==> config.mk <==
export PLATFORM = sky130hd
export DESIGN_NAME = spi_stream_fetcher
export DESIGN_NICKNAME = d
export VERILOG_FILES = /design/src/rtl/spi_stream_fetcher.sv
export SDC_FILE = /design/constraint.sdc
export NUM_CORES = 1
export LEC_CHECK = 0
export ABC_CLOCK_PERIOD_IN_PS = 4100
export CAP_MARGIN = 20
export CELL_PAD_IN_SITES_DETAIL_PLACEMENT = 0
export CELL_PAD_IN_SITES_GLOBAL_PLACEMENT = 2
export CORE_MARGIN = 3
export CORE_UTILIZATION = 41
export CTS_CLUSTER_SIZE = 40
export DETAILED_ROUTE_END_ITERATION = 16
export GPL_TIMING_DRIVEN = 0
export PLACE_DENSITY = 0.95
export SLEW_MARGIN = 20
export SYNTH_ARGS = -nofsm -noshare
export SYNTH_HDL_FRONTEND = slang
export SYNTH_SLANG_ARGS = --single-unit
export TNS_END_PERCENT = 20
==> constraint.sdc <==
create_clock -name clk -period 4.1 [get_ports clk]
set_input_delay 0.615 -clock clk [delete_from_list [all_inputs] [get_ports clk]]
set_output_delay 0.615 -clock clk [all_outputs]
set_load 0.005 [all_outputs]
==> src/rtl/spi_stream_fetcher.sv <==
`timescale 1ns/1ps
`default_nettype none
// ============================================================================
// Module      : spi_stream_fetcher
// Description : Streams consecutive words from the SPI flash read controller
//               into a small word FIFO feeding the pixel/RLE decode pipeline.
//               Issues start/continue/stop pulses to the controller, keeps CS
//               held between words, throttles on FIFO space and supports an
//               immediate restart at a new byte address.
// Ports       : clk, rstn            - clock, async active-low reset
//               enable, restart,
//               restart_addr         - stream control
//               out_data, out_valid,
//               out_ready, fifo_level- FIFO head / handshake / occupancy
//               cur_addr             - byte address of next captured word
//               ctrl_*               - controller interface (outputs registered)
// Revision    : 1.0 - initial release
// ============================================================================
module spi_stream_fetcher #(
    parameter int DATA_WIDTH_BYTES = 4,
    parameter int ADDR_BITS        = 16,
    parameter int FIFO_DEPTH       = 4
) (
    input  logic                            clk,
    input  logic                            rstn,
    input  logic                            enable,
    input  logic                            restart,
    input  logic [ADDR_BITS-1:0]            restart_addr,
    output logic [DATA_WIDTH_BYTES*8-1:0]   out_data,
    output logic                            out_valid,
    input  logic                            out_ready,
    output logic [$clog2(FIFO_DEPTH):0]     fifo_level,
    output logic [ADDR_BITS-1:0]            cur_addr,
    output logic [ADDR_BITS-1:0]            ctrl_addr,
    output logic                            ctrl_start_read,
    output logic                            ctrl_continue_read,
    output logic                            ctrl_stop_read,
    input  logic [DATA_WIDTH_BYTES*8-1:0]   ctrl_data,
    input  logic                            ctrl_busy
);

    localparam int c_DW    = DATA_WIDTH_BYTES * 8;
    localparam int c_PTR_W = $clog2(FIFO_DEPTH);
    localparam int c_LVL_W = c_PTR_W + 1;

    localparam logic [1:0] c_ST_IDLE = 2'd0;  // CS released
    localparam logic [1:0] c_ST_WAIT = 2'd1;  // one word in flight
    localparam logic [1:0] c_ST_HOLD = 2'd2;  // CS held, nothing in flight

    logic [1:0]           r_state;
    logic [1:0]           w_next_state;
    logic                 r_first_wait;

    logic [c_DW-1:0]      r_mem [FIFO_DEPTH];
    logic [c_PTR_W-1:0]   r_wr_ptr;
    logic [c_PTR_W-1:0]   r_rd_ptr;
    logic [c_LVL_W-1:0]   r_level;
    logic [c_LVL_W-1:0]   w_level_after_pop;

    logic [ADDR_BITS-1:0] r_cur_addr;
    logic [ADDR_BITS-1:0] r_ctrl_addr;
    logic                 r_start;
    logic                 r_cont;
    logic                 r_stop;

    logic                 w_pop;
    logic                 w_capture;
    logic                 w_has_space;
    logic                 w_start;
    logic                 w_cont;
    logic                 w_stop;

    assign w_pop             = (r_level != '0) && out_ready;
    assign w_level_after_pop = r_level - c_LVL_W'(w_pop);
    assign w_has_space       = (w_level_after_pop < c_LVL_W'(FIFO_DEPTH));

    // The controller raises busy one cycle after the pulse, so busy is only
    // meaningful from the second WAIT cycle onward. A restart discards the
    // in-flight word, so it blocks the capture outright.
    assign w_capture = (r_state == c_ST_WAIT) && !r_first_wait && !ctrl_busy && !restart;

    // ------------------------------------------------------------------------
    // State register
    // ------------------------------------------------------------------------
    always_ff @(posedge clk or negedge rstn) begin
        if (!rstn) begin
            r_state      <= c_ST_IDLE;
            r_first_wait <= 1'b0;
        end else begin
            r_state      <= w_next_state;
            // Every entry into WAIT is marked by a start or continue pulse.
            r_first_wait <= w_start || w_cont;
        end
    end

    // ------------------------------------------------------------------------
    // Next-state logic
    // ------------------------------------------------------------------------
    always_comb begin
        w_next_state = r_state;
        if (restart) begin
            w_next_state = c_ST_IDLE;
        end else begin
            case (r_state)
                c_ST_IDLE: begin
                    // Wait out a pending stop pulse before a fresh start.
                    if (enable && !r_stop) begin
                        w_next_state = c_ST_WAIT;
                    end
                end
                c_ST_WAIT: begin
                    if (!r_first_wait && !ctrl_busy) begin
                        w_next_state = c_ST_HOLD;
                    end
                end
                c_ST_HOLD: begin
                    if (!enable) begin
                        w_next_state = c_ST_IDLE;
                    end else if (w_has_space) begin
                        w_next_state = c_ST_WAIT;
                    end
                end
                default: w_next_state = c_ST_IDLE;
            endcase
        end
    end

    // ------------------------------------------------------------------------
    // Output decode (pulses are registered below)
    // ------------------------------------------------------------------------
    always_comb begin
        w_start = 1'b0;
        w_cont  = 1'b0;
        w_stop  = 1'b0;
        if (restart) begin
            w_stop = 1'b1;
        end else begin
            case (r_state)
                c_ST_IDLE: w_start = enable && !r_stop;
                c_ST_HOLD: begin
                    if (!enable) begin
                        w_stop = 1'b1;
                    end else begin
                        w_cont = w_has_space;
                    end
                end
                default: ;
            endcase
        end
    end

    always_ff @(posedge clk or negedge rstn) begin
        if (!rstn) begin
            r_start     <= 1'b0;
            r_cont      <= 1'b0;
            r_stop      <= 1'b0;
            r_ctrl_addr <= '0;
        end else begin
            r_start <= w_start;
            r_cont  <= w_cont;
            r_stop  <= w_stop;
            if (w_start) begin
                r_ctrl_addr <= r_cur_addr;
            end
        end
    end

    // ------------------------------------------------------------------------
    // Stream address
    // ------------------------------------------------------------------------
    always_ff @(posedge clk or negedge rstn) begin
        if (!rstn) begin
            r_cur_addr <= '0;
        end else if (restart) begin
            r_cur_addr <= restart_addr;
        end else if (w_capture) begin
            r_cur_addr <= r_cur_addr + ADDR_BITS'(DATA_WIDTH_BYTES);
        end
    end

    // ------------------------------------------------------------------------
    // Word FIFO. Space is checked before each read is issued, so a capture
    // never meets a full FIFO without a simultaneous pop.
    // ------------------------------------------------------------------------
    always_ff @(posedge clk or negedge rstn) begin
        if (!rstn) begin
            r_wr_ptr <= '0;
            r_rd_ptr <= '0;
            r_level  <= '0;
        end else if (restart) begin
            r_wr_ptr <= '0;
            r_rd_ptr <= '0;
            r_level  <= '0;
        end else begin
            if (w_capture) begin
                r_wr_ptr <= r_wr_ptr + c_PTR_W'(1);
            end
            if (w_pop) begin
                r_rd_ptr <= r_rd_ptr + c_PTR_W'(1);
            end
            r_level <= r_level + c_LVL_W'(w_capture) - c_LVL_W'(w_pop);
        end
    end

    always_ff @(posedge clk or negedge rstn) begin
        if (!rstn) begin
            for (int i = 0; i < FIFO_DEPTH; i++) begin
                r_mem[i] <= '0;
            end
        end else if (w_capture) begin
            r_mem[r_wr_ptr] <= ctrl_data;
        end
    end

    assign out_data           = r_mem[r_rd_ptr];
    assign out_valid          = (r_level != '0);
    assign fifo_level         = r_level;
    assign cur_addr           = r_cur_addr;
    assign ctrl_addr          = r_ctrl_addr;
    assign ctrl_start_read    = r_start;
    assign ctrl_continue_read = r_cont;
    assign ctrl_stop_read     = r_stop;

endmodule
`default_nettype wire

After elaboration in Yosys (flattened, before gate mapping)
Index checks and enable logic that the tools add are counted.

Bits in registers: 173. Bits of input ports: 54. Word-level logic and storage cells: 75.

Add/sub/neg operators: 6. Magnitude comparators: 4. Eq/ne operators: 5. Mux-type cells: 27. Bitwise operators: 2. Reductions and logical operators: 17.

Operator list (count): $bwmux W128 (1); $mux W32 (3); $bmux W32 S2 (1); $demux W32 S2 (1); $mux W16 (2); $mux W2 (9); $add A16 B3 Y16 const B (1); $mux W1 (8); $logic_and A1 B1 Y1 (7); $ge A3 B3 Y1 const B (2); $not A2 Y3 (2); $pmux W2 S3 (1); $sub A3 B1 Y3 (2); $add A2 B1 Y2 const B (2); $logic_not A1 Y1 (4); $ne A4 B4 Y1 const B (1); $reduce_bool A2 Y1 (2); $add A3 B1 Y3 (1); $lt A3 B1 Y1 const B (1); $lt A3 B3 Y1 const B (1); $mux W3 (1); $ne A3 B2 Y1 const B (1); $ne A3 B3 Y1 const B (1); $reduce_and A3 Y1 (1); 5 further kinds (5).

Depth between registers and ports, before layout
Gate-level depths: netlist of the first run.

Word-level depth: 8. Gate-level depth with buffers: 10. Gate-level depth less buffers: 10.

Least setup slack after synthesis of the first run
No wires, ideal clock.

Path type: input to register. From: input port ctrl_busy. To: register r_level[2] (netlist: fifo_level[2]). Library setup time: 0.132 ns. Arrival: 2.168 ns. Setup slack: 1.800 ns. Stages: 10. Buffers on the path: 0. Cells stage by stage: nor3b_1 > and3_1 > inv_1 > ha_1 > inv_1 > ha_1 > inv_1 > fa_1 > xnor2_1 > nor2_1.

Longest elaborated chain between the ends: 6.

RTL lines: start, declared (line 39) `input logic ctrl_busy`; $logic_not A1 Y1 (line 80) `assign w_capture = (r_state == c_ST_WAIT) && !r_first_wait && !ctrl_busy && !restart;`; $logic_and A1 B1 Y1 (2 in a row) (line 80); $add A3 B1 Y3 (line 201) `r_level <= r_level + c_LVL_W'(w_capture) - c_LVL_W'(w_pop);`; $sub A3 B1 Y3 (line 201); $mux W3 (line 190) `end else if (restart) begin`; end signal, assigned (line 201); end, declared (line 57) `logic [c_LVL_W-1:0] r_level;`.

Every way passes these cells. A chain may end at the register's enable or synchronous reset.

Final worst setup path of the first run
From: register r_rd_ptr[0]. To: output port out_data[18].

Longest elaborated chain between the ends: 4.

RTL lines: start, declared (line 56) `logic [c_PTR_W-1:0] r_rd_ptr;`; start signal, assigned (line 199) `r_rd_ptr <= r_rd_ptr + c_PTR_W'(1);`; $not A2 Y3 (implied by the code) (line 215) `assign out_data = r_mem[r_rd_ptr];`; $bmux W32 S2 (line 215); $mux W32 (implied by the code) (2 in a row) (line 215); end, declared (line 29) `output logic [DATA_WIDTH_BYTES*8-1:0] out_data,`.

Every way passes these cells. The select of a mux whose other input is x is not followed.

==> results of run 1 <==
==> report_power, final <==
part	leakage (nW)	internal, mW	switching, mW	total, mW
Clock	0.287	1.02	0.645	1.66
Sequential	2.29	1.93	0.145	2.08
Combinational	1.81	0.939	0.500	1.44
Total	4.38	3.89	1.29	5.18
==> cell families after synthesis <==
logic type / count (synthesis) / synth area share
muxes: 179 / 0.311
DFF: 173 / 0.568
and+or+nand+nor: 66 / 0.0492
buffers and inverters: 36 / 0.0220
AOI/OAI and AO/OA: 24 / 0.0207
xor gates and xnor gates: 13 / 0.0149
adders and majority gates: 8 / 0.0141
==> state kept, by name (all words and copies together) (netlist names) <==
name	flops
r_state	2
ctrl_start_read	1
r_mem	128
r_wr_ptr	2
cur_addr	16
ctrl_continue_read	1
fifo_level	3
ctrl_addr	16
r_rd_ptr	2
ctrl_stop_read	1
r_first_wait	1
==> cells in the mapped netlist (all sizes together), types with 7 or more instances <==
library cell	n
xor2	7
mux2	146
dfrtp	173
ha	7
nor2	12
clkbuf	7
nand4	8
mux4	32
nand2	24
buf	19
o21ai	11
inv	10
==> worst paths after layout <==
path	startpoint	to	cells after the start
min	rstn	cur_addr[4]$_DFFE_PN0N_	1
max in group asynchronous	rstn	r_mem[124]$_DFFE_PN0P_	2
min in group clk	r_mem[53]$_DFFE_PN0P_	r_mem[53]$_DFFE_PN0P_	1
max	r_rd_ptr[0]$_DFFE_PN0P_	out_data[18]	4
max reg2reg	r_state[0]$_DFFE_PN0P_	fifo_level[2]$_DFF_PN0_	10
min reg2reg	r_mem[53]$_DFFE_PN0P_	r_mem[53]$_DFFE_PN0P_	1
==> critical path, stage by stage (launching register included) <==
cell	delay, ns
dfrtp_1	0.32
clkbuf_1	0.37
buf_2	0.46
mux4_2	0.57
clkdlybuf4s50_1	0.46
==> layout make-up <==
cell class | count | area share
Sequential cell | 173 | 0.442
Multi-Input combinational cell | 290 | 0.320
Timing Repair Buffer | 125 | 0.130
Clock buffer | 21 | 0.0450
Tap cell | 229 | 0.0293
Clock inverter | 11 | 0.0170
Buffer | 26 | 0.0133
Inverter | 10 | 0.00383
==> layer usage <==
metal  track usage  vias to the layer above
li1              -                     2106
met1         0.225                     2443
met2         0.301                       87
met5             0                        -
met3        0.0420                       14
met4        0.0480                        0
==> through the flow <==
step / instances / total power [mW] / hold WS (ns) / instance area (µm²) / utilization
after global placement: 852 / 3.52 / 0.481 / 9150 / 0.504
after detailed placement: 853 / 3.57 / 0.488 / 9190 / 0.506
after floorplan: 499 / 2.79 / 0.319 / 7630 / -
after CTS: 885 / 5.26 / 0.197 / 9790 / 0.540
final: 885 / 5.18 / 0.164 / 9790 / 0.540
after global routing: 885 / 5.45 / 0.208 / 9790 / 0.540
==> metrics.md, run 1 <==
| Metric | Value |
|---|---|
| CTS Sinks | `173` |
| Yosys warns | `0` |
| DRT Pass-1 Iters | `5` |
| Top_reg_cell synth | `dfrtp_1` |
| Number of synthesized flops with an enable pin | `0` |
| Relative slew slack | `0.335` |
| CP Data Required Time | `3.48 ns` |
| Total grt overflow | `0` |
| Largest net degree at the start of global routing | `88` |
| Final nets | `705` |
| Skew-Pair Late Insertion Delay | `0.42 ns` |
| Clk_skew | `0.00719 ns` |
| Io pins | `125` |
| CTS tree | `done` |
| Layout overhead on the synthesized area | `28.4%` |
| Number of synthesized register bits | `173` |
| First-pass GRT wire length | `27,500 µm` |
| Peak Freq | `0.311 GHz` |
| Synth cell types | `40` |
| Final worst setup slack | `0.882 ns` |
| Final setup vio count | `0` |
| Most frequent cells in the layout | `dfrtp_1 (173), mux2_2 (146), clkdlybuf4s50_1 (123)` |
| Longest Clk Path Bufs | `2` |
| RSZ-0062 raised after global routing | `false` |
| Vias | `4,650` |
| Final Max Tran Viols | `0` |
| Crit-path max FO | `10` |
| Hold/Removal Path Class | `in2async` |
| Register area share after synthesis | `0.568` |
| Multi-input gate area | `0.00313 mm²` |
| Max-cap violations | `0` |
| Slew @ Worst Pin | `0.994 ns` |
| Diodes inserted | `0` |
| Area share of the largest cell type after synthesis | `0.568` |
| RePlAce Congestion | `0.732` |
| Layout cell share with drive strength beyond 1 | `0.360` |
| Met3 wire len | `561 µm` |
| Synthesized area per cell | `15.3 µm²` |
| Vias/cell | `5.25` |
| Drt total wl | `16,800 µm` |
| Net Count, Synth | `561` |
| Endpoint class of the critical path | `primary output` |
| Core Rows | `49` |
| Storage cell area | `0.00433 mm²` |
| # fillers | `1,484` |
| Hold Buf Count CTS | `0` |
| Ys async rst share | `1.00` |
| Detailed-route wire length per cell | `19.0 µm` |
| Most common library cell in the layout ignoring fill and taps | `dfrtp_1` |
| Met2 WL | `8650 µm` |
| Port-buffer cells | `124` |
| Vias in the first global route | `5,146` |
| Status | `completed` |
| Power density cells | `529 mW/mm²` |
| Top post-synthesis cells by area | `dfrtp_1 (57%), mux2_2 (22%), mux4_2 (9.5%)` |
| Top Metal Used | `met4` |
| Cells after Synth | `499` |
| Post-synth top area cell | `dfrtp_1` |
| Die ar. | `0.0203 mm²` |
| GRT Total Usage | `0.176` |
| Static leakage | `4.38 nW` |
| Period utilisation layout | `0.785` |
| Setup_tns | `0 ns` |
| Crit start category | `flip-flop` |
| Setup Fix Bufs, Post-CTS | `0` |
| VDD IR-drop max | `0.000308 V` |
| Inserted Clock Buffers | `17` |
| Placeable core area | `0.0181 mm²` |
| Die X | `142 µm` |
| Antenna Nets Post-Route | `0` |
| Post-Syn Area | `0.00763 mm²` |
| Critical path class | `reg2out` |
| Worst slack, placed | `1.08 ns` |
| Root buffer cell | `clkbuf_16` |
| R2R Setup Slk | `1.85 ns` |
| # DRC | `0` |
| Met1 WL | `7430 µm` |
| Antenna violations before repair | `0` |
| Initial Util | `0.420` |
| Drt initial violations | `143` |
| HPWL Detailed | `11,500 µm` |
| Fin crit period | `3.22 ns` |
| Final hold vios | `0` |
| # H-tree levels | `4` |
| Arrival time worst endpoint | `2.60 ns` |
| Die Ht | `142 µm` |
| Reg clk slew, reported paths | `0.06 ns` |
| Post-cts sizing count | `0` |
Power figures use the tool's default switching activity.
==> run 2, diff against run 1 <==
- ABC_CLOCK_PERIOD_IN_PS: 4100 -> 2600
- CORE_UTILIZATION: 41 -> 34
- PLACE_DENSITY: 0.95 -> 0.87
- clock period: 4.1 -> 2.6 ns (I/O delays scaled with it)
==> metrics.md, run 2 (same netlist as run 1, synthesis figures left out) <==
| Metric | Value |
|---|---|
| Hold/Removal Path Class | `reg2reg (was in2async)` |
| Largest net degree at the start of global routing | `91 (was 88)` |
| GRT busiest layer | `met2 (unchanged)` |
| Status | `completed (unchanged)` |
| Post-DP Area | `0.00925 mm² (was 0.00919 mm²)` |
| Die Ht | `156 µm (was 142 µm)` |
| Core Rows | `54 (was 49)` |
| Root buffer cell | `clkbuf_16 (unchanged)` |
| R2R Setup Slk | `0.31 ns (was 1.85 ns)` |
| Multi-input gate area | `0.00314 mm² (was 0.00313 mm²)` |
| Most common library cell in the layout ignoring fill and taps | `dfrtp_1 (unchanged)` |
| Layout cell share with drive strength beyond 1 | `0.368 (was 0.360)` |
| Crit-path max FO | `10 (unchanged)` |
| Final hold vios | `0 (unchanged)` |
| Storage cell area | `0.00433 mm² (about the same)` |
| Reg with most FFs | `r_mem (unchanged)` |
| Final nets | `705 (unchanged)` |
| Dpl cells | `904 (was 853)` |
| # fillers | `1,917 (was 1,484)` |
| Peak Freq | `0.399 GHz` |
| Die ar. | `0.0243 mm² (was 0.0203 mm²)` |
| Longest Clk Path Bufs | `2 (unchanged)` |
| Reg clk slew, reported paths | `0.06 ns (about the same)` |
| Skew-Pair Late Insertion Delay | `0.42 ns (about the same)` |
| # DRC | `0 (unchanged)` |
| Fin util | `0.452 (was 0.540)` |
| Layout overhead on the synthesized area | `30.0% (was 28.4%)` |
| Worst Hold Path EP | `r_mem[53]$_DFFE_PN0P_` |
| First-pass GRT wire length | `28,200 µm (was 27,500 µm)` |
| Arrival time worst endpoint | `2.11 ns (was 2.60 ns)` |
| Static leakage | `4.41 nW (was 4.38 nW)` |
| Placeable core area | `0.0220 mm² (was 0.0181 mm²)` |
| Vias in the first global route | `5,091 (was 5,146)` |
| Detailed-route wire length per cell | `18.3 µm (was 19.0 µm)` |
| RSZ-0062 raised after global routing | `true (was false)` |
| CP Data Required Time | `2.21 ns (was 3.48 ns)` |
| Setup_tns | `0 ns (unchanged)` |
| Layout Cells excl Fill | `935 (was 885)` |
| CTS Sinks | `173 (unchanged)` |
| Number of flip-flops in the largest register | `128 (unchanged)` |
| GR Layer Usage met2 | `0.250 (was 0.301)` |
| Drt total wl | `17,100 µm (was 16,800 µm)` |
| Initial Util | `0.347 (was 0.420)` |
| CTS tree | `done (unchanged)` |
| Reg-to-Reg End | `fifo_level[2]$_DFF_PN0_ (unchanged)` |
| Hold-critical path depth | `1` |
| Power density cells | `833 mW/mm² (was 529 mW/mm²)` |
| Diodes inserted | `0 (unchanged)` |
| VDD IR-drop max | `0.000323 V (was 0.000308 V)` |
| R2r startpoint | `r_state[0]$_DFFE_PN0P_ (unchanged)` |
| Most frequent cells in the layout | `dfrtp_1 (172), mux2_2 (146), clkdlybuf4s50_1 (123) (was dfrtp_1 (173), mux2_2 (146), clkdlybuf4s50_1 (123))` |
| Endpoint class of the critical path | `primary output (unchanged)` |
| HPWL Detailed | `11,700 µm (was 11,500 µm)` |
| Total grt overflow | `0 (unchanged)` |
| Antenna Nets Post-Route | `0 (unchanged)` |
| Hold Startpoint | `r_mem[53]$_DFFE_PN0P_` |
| Hold WS | `0.499 ns (was 0.164 ns)` |
| GRT Total Usage | `0.149 (was 0.176)` |
| Fin crit period | `2.50 ns` |
| Drt initial violations | `159 (was 143)` |
| Antenna violations before repair | `0 (unchanged)` |
| # H-tree levels | `4 (unchanged)` |
| Fin area | `0.00992 mm² (was 0.00979 mm²)` |
| Final setup vio count | `0 (unchanged)` |
| Clk_skew | `0.0116 ns (was 0.00719 ns)` |
| Period utilisation layout | `0.963` |
| Slew @ Worst Pin | `0.653 ns (was 0.994 ns)` |
| Die X | `156 µm (was 142 µm)` |
| Port-buffer cells | `124 (unchanged)` |
| Critical path class | `reg2out (unchanged)` |
| DRT Pass-1 Iters | `4 (was 5)` |
| RePlAce Congestion | `0.771 (was 0.732)` |
| Max-cap violations | `0 (unchanged)` |
| Vias/cell | `4.95 (was 5.25)` |
| Crit start category | `flip-flop (unchanged)` |
| Worst r2r path cells | `10 (unchanged)` |
| Inserted Clock Buffers | `17 (unchanged)` |
| Final Max Tran Viols | `0 (unchanged)` |
| Relative slew slack | `0.563 (was 0.335)` |
| Vias | `4,627 (was 4,650)` |
| Met1 Resource Use GR | `0.195 (was 0.225)` |
| Io pins | `125 (unchanged)` |
| Met3 Use GR | `0.0441 (was 0.0420)` |
[run 2: layout make-up]
type,count,share of cell area
buffer,24,0.0158
clock buffer,21,0.0454
clock inverter,10,0.0164
inverter,10,0.00379
multi-input combinational,290,0.316
sequential,173,0.437
tap,280,0.0353
timing repair buffer,127,0.130
[run 2: power breakdown]
| part | leakage (nW) | internal, mW | switching (mW) |
|---|---|---|---|
| combinational | 1.83 | 1.52 | 0.770 |
| sequential | 2.29 | 3.05 | 0.257 |
| clock | 0.294 | 1.63 | 1.03 |
[run 2: timing repair]
action | in CTS | in global routing
buffers inserted | 1 | 0
setup endpoints to repair | 32 | 29
endpoints found under the hold margin | 41 | 0
hold buffers | 1 | 0
resized for setup | 13 | 1
[run 2: per-layer routing]
layer / vias to the layer above / wire (µm) / part of all wire
met5: - / 0 / 0
met4: 0 / 94 / 0.0055
met3: 5 / 725 / 0.042
met2: 90 / 8620 / 0.50
met1: 2418 / 7650 / 0.45
li1: 2114 / - / -
[run 2: worst max-delay path by stage]
stage,startpoint,end,cells past startpoint
after floorplan,ctrl_busy,fifo_level[2]$_DFF_PN0_,10
after global placement,rstn,r_mem[111]$_DFFE_PN0P_,1
after detailed placement,restart,fifo_level[2]$_DFF_PN0_,11
after CTS,r_rd_ptr[1]$_DFFE_PN0P_,out_data[10],4
after global routing,r_rd_ptr[0]$_DFFE_PN0P_,out_data[26],3
final,r_rd_ptr[0]$_DFFE_PN0P_,out_data[26],3
[run 2: critical path: stages, from the launching register on]
cell	delay [ns]
dfrtp_2	0.46
buf_6	0.22
mux4_2	0.55
clkdlybuf4s50_1	0.47
[run 2: through the flow]
step                total power, mW  setup slack, ns
finish                         8.26           0.0959
global route                   8.73         -0.00258
CTS                            8.39          -0.0123
detailed placement             5.64           -0.243
global placement               5.58            -5.56
floorplan                      4.39            0.525
==> run 3, diff against run 2 <==
- RECOVER_POWER: unset -> 100
==> metrics.md, run 3 (same netlist as run 1, synthesis figures left out) <==
| Metric | Value |
|---|---|
| Most common library cell in the layout ignoring fill and taps | `dfrtp_1 (unchanged)` |
| CP max stage delay | `0.55 ns (about the same)` |
| Total grt overflow | `0 (unchanged)` |
| Final hold vios | `0 (unchanged)` |
| Drt total wl | `17,100 µm (about the same)` |
| Largest delay contributor family on the critical path | `buffers and inverters (unchanged)` |
| Period utilisation layout | `0.963 (about the same)` |
| Port-buffer cells | `124 (unchanged)` |
| Clk_skew | `0.0129 ns (was 0.0116 ns)` |
| WP depth | `3 (unchanged)` |
| HPWL Detailed | `11,700 µm (unchanged)` |
| Die X | `156 µm (unchanged)` |
| Core Rows | `54 (unchanged)` |
| CTS Sinks | `173 (unchanged)` |
| First-pass GRT wire length | `28,200 µm (unchanged)` |
| RSZ-0062 raised after global routing | `true (unchanged)` |
| Number of flip-flops in the largest register | `128 (unchanged)` |
| WP buf/inv | `2 (unchanged)` |
| Worst r2r path cells | `4 (was 10)` |
| Initial Util | `0.347 (unchanged)` |
| Skew-Pair Late Insertion Delay | `0.42 ns (about the same)` |
| Worst slack, placed | `-0.243 ns (unchanged)` |
| Largest net degree at the start of global routing | `91 (unchanged)` |
| Hold/Removal Path Class | `reg2reg (unchanged)` |
| Dpl cells | `904 (unchanged)` |
| Arrival time worst endpoint | `2.11 ns (about the same)` |
| RePlAce Congestion | `0.771 (unchanged)` |
| Status | `completed (unchanged)` |
| Post-DP Area | `0.00925 mm² (unchanged)` |
| Slew @ Worst Pin | `1.15 ns (was 0.653 ns)` |
| Diodes inserted | `0 (unchanged)` |
| Antenna violations before repair | `0 (unchanged)` |
| Crit-path max FO | `10 (unchanged)` |
| Layout overhead on the synthesized area | `29.1% (was 30.0%)` |
| Io pins | `125 (unchanged)` |
| Final setup vio count | `0 (unchanged)` |
| CP max stage cell | `mux4_2 (unchanged)` |
| Vias in the first global route | `5,091 (unchanged)` |
| Fin crit period | `2.50 ns (about the same)` |
| Total power | `8.20 mW (was 8.26 mW)` |
| Reg with most FFs | `r_mem (unchanged)` |
| Longest Clk Path Bufs | `2 (unchanged)` |
| CP Data Required Time | `2.21 ns (about the same)` |
| Final worst setup slack | `0.0952 ns (was 0.0959 ns)` |
| Critical path class | `reg2out (unchanged)` |
| CTS tree | `done (unchanged)` |
| Root buffer cell | `clkbuf_16 (unchanged)` |
| Max-cap violations | `0 (unchanged)` |
| Fin area | `0.00984 mm² (was 0.00992 mm²)` |
| Static leakage | `4.45 nW (was 4.41 nW)` |
| Final nets | `705 (unchanged)` |
| Worst-path cell chain | `buf_6 > mux4_2 > clkdlybuf4s50_1 (unchanged)` |
| Die ar. | `0.0243 mm² (unchanged)` |
| Peak Freq | `0.399 GHz (about the same)` |
| Inserted Clock Buffers | `17 (unchanged)` |
| Vias/cell | `4.92 (was 4.95)` |
| GRT Total Usage | `0.149 (unchanged)` |
| Most frequent cells in the layout | `dfrtp_1 (172), mux2_2 (146), clkdlybuf4s50_1 (83) (was dfrtp_1 (172), mux2_2 (146), clkdlybuf4s50_1 (123))` |
| VDD IR-drop max | `0.000324 V (was 0.000323 V)` |
| Placeable core area | `0.0220 mm² (unchanged)` |
| Reg clk slew, reported paths | `0.06 ns (about the same)` |
| Relative slew slack | `0.236 (was 0.563)` |
| Hold-critical path depth | `1 (unchanged)` |
| Layout cell share with drive strength beyond 1 | `0.357 (was 0.368)` |
| # DRC | `0 (unchanged)` |
| Crit start category | `flip-flop (unchanged)` |
| Endpoint class of the critical path | `primary output (unchanged)` |
| Drt initial violations | `125 (was 159)` |
| Setup_tns | `0 ns (unchanged)` |
| Vias | `4,596 (was 4,627)` |
| DRT Pass-1 Iters | `4 (unchanged)` |
| Power density cells | `834 mW/mm² (was 833 mW/mm²)` |
| Layout Cells excl Fill | `935 (unchanged)` |
| # H-tree levels | `4 (unchanged)` |
| Antenna Nets Post-Route | `0 (unchanged)` |
| Die Ht | `156 µm (unchanged)` |
| Final Max Tran Viols | `0 (unchanged)` |
| Detailed-route wire length per cell | `18.3 µm (about the same)` |
[run 3: cell count changes in the layout (fill, tap and decap cells not counted), sizes merged]
cell	before	now
clkbuf	26	40
buf	22	8
dlygate4sd3	1	41
clkdlybuf4s50	123	83
[run 3: final cells by class]
| type | count | area (µm²) |
|---|---|---|
| clock buffer | 21 | 450 |
| sequential | 173 | 4330 |
| multi-input combinational | 290 | 3100 |
| tap | 280 | 350 |
| inverter | 10 | 37.5 |
| buffer | 24 | 146 |
| clock inverter | 10 | 163 |
| fill | 1933 | 12100 |
| timing repair buffer | 127 | 1270 |
[run 3: repair_timing]
action,CTS,global route
endpoints found under the hold margin,41,0
setup endpoints to repair,32,29
resized for setup,13,1
hold buffers,1,0
setup buffers,1,0
[run 3: worst paths after layout]
check                                        start                  endpoint  slack [ns]
max                        r_rd_ptr[0]$_DFFE_PN0P_              out_data[26]         0.1
min                          r_mem[53]$_DFFE_PN0P_     r_mem[53]$_DFFE_PN0P_        0.50
max reg2reg                 r_state[0]$_DFFE_PN0P_  ctrl_addr[8]$_DFFE_PN0P_        0.28
min reg2reg                  r_mem[53]$_DFFE_PN0P_     r_mem[53]$_DFFE_PN0P_        0.50
max in group asynchronous                     rstn   r_rd_ptr[0]$_DFFE_PN0P_        0.48
min in group asynchronous                     rstn  ctrl_addr[5]$_DFFE_PN0P_        0.71
[run 3: per-stage QoR]
| stage | util | hold slack (ns) |
|---|---|---|
| CTS | 0.451 | 0.499 |
| finish | 0.448 | 0.500 |
| floorplan | - | 0.0944 |
| global route | 0.448 | 0.507 |
| global placement | 0.420 | 0.481 |
| detailed placement | 0.421 | 0.416 |
[run 3: power breakdown]
part	internal [mW]	switching, mW
Clock	1.63	1.04
Sequential	3.05	0.250
Combinational	1.47	0.768
Total	6.15	2.05
[run 3: per-layer routing]
| metal | global-route usage | vias to the layer above | routed length [µm] |
|---|---|---|---|
| met5 | 0 | - | 0 |
| met2 | 0.250 | 79 | 8610 |
| met1 | 0.195 | 2393 | 7660 |
| li1 | - | 2115 | - |
| met4 | 0.0286 | 0 | 125 |
| met3 | 0.0441 | 9 | 680 |
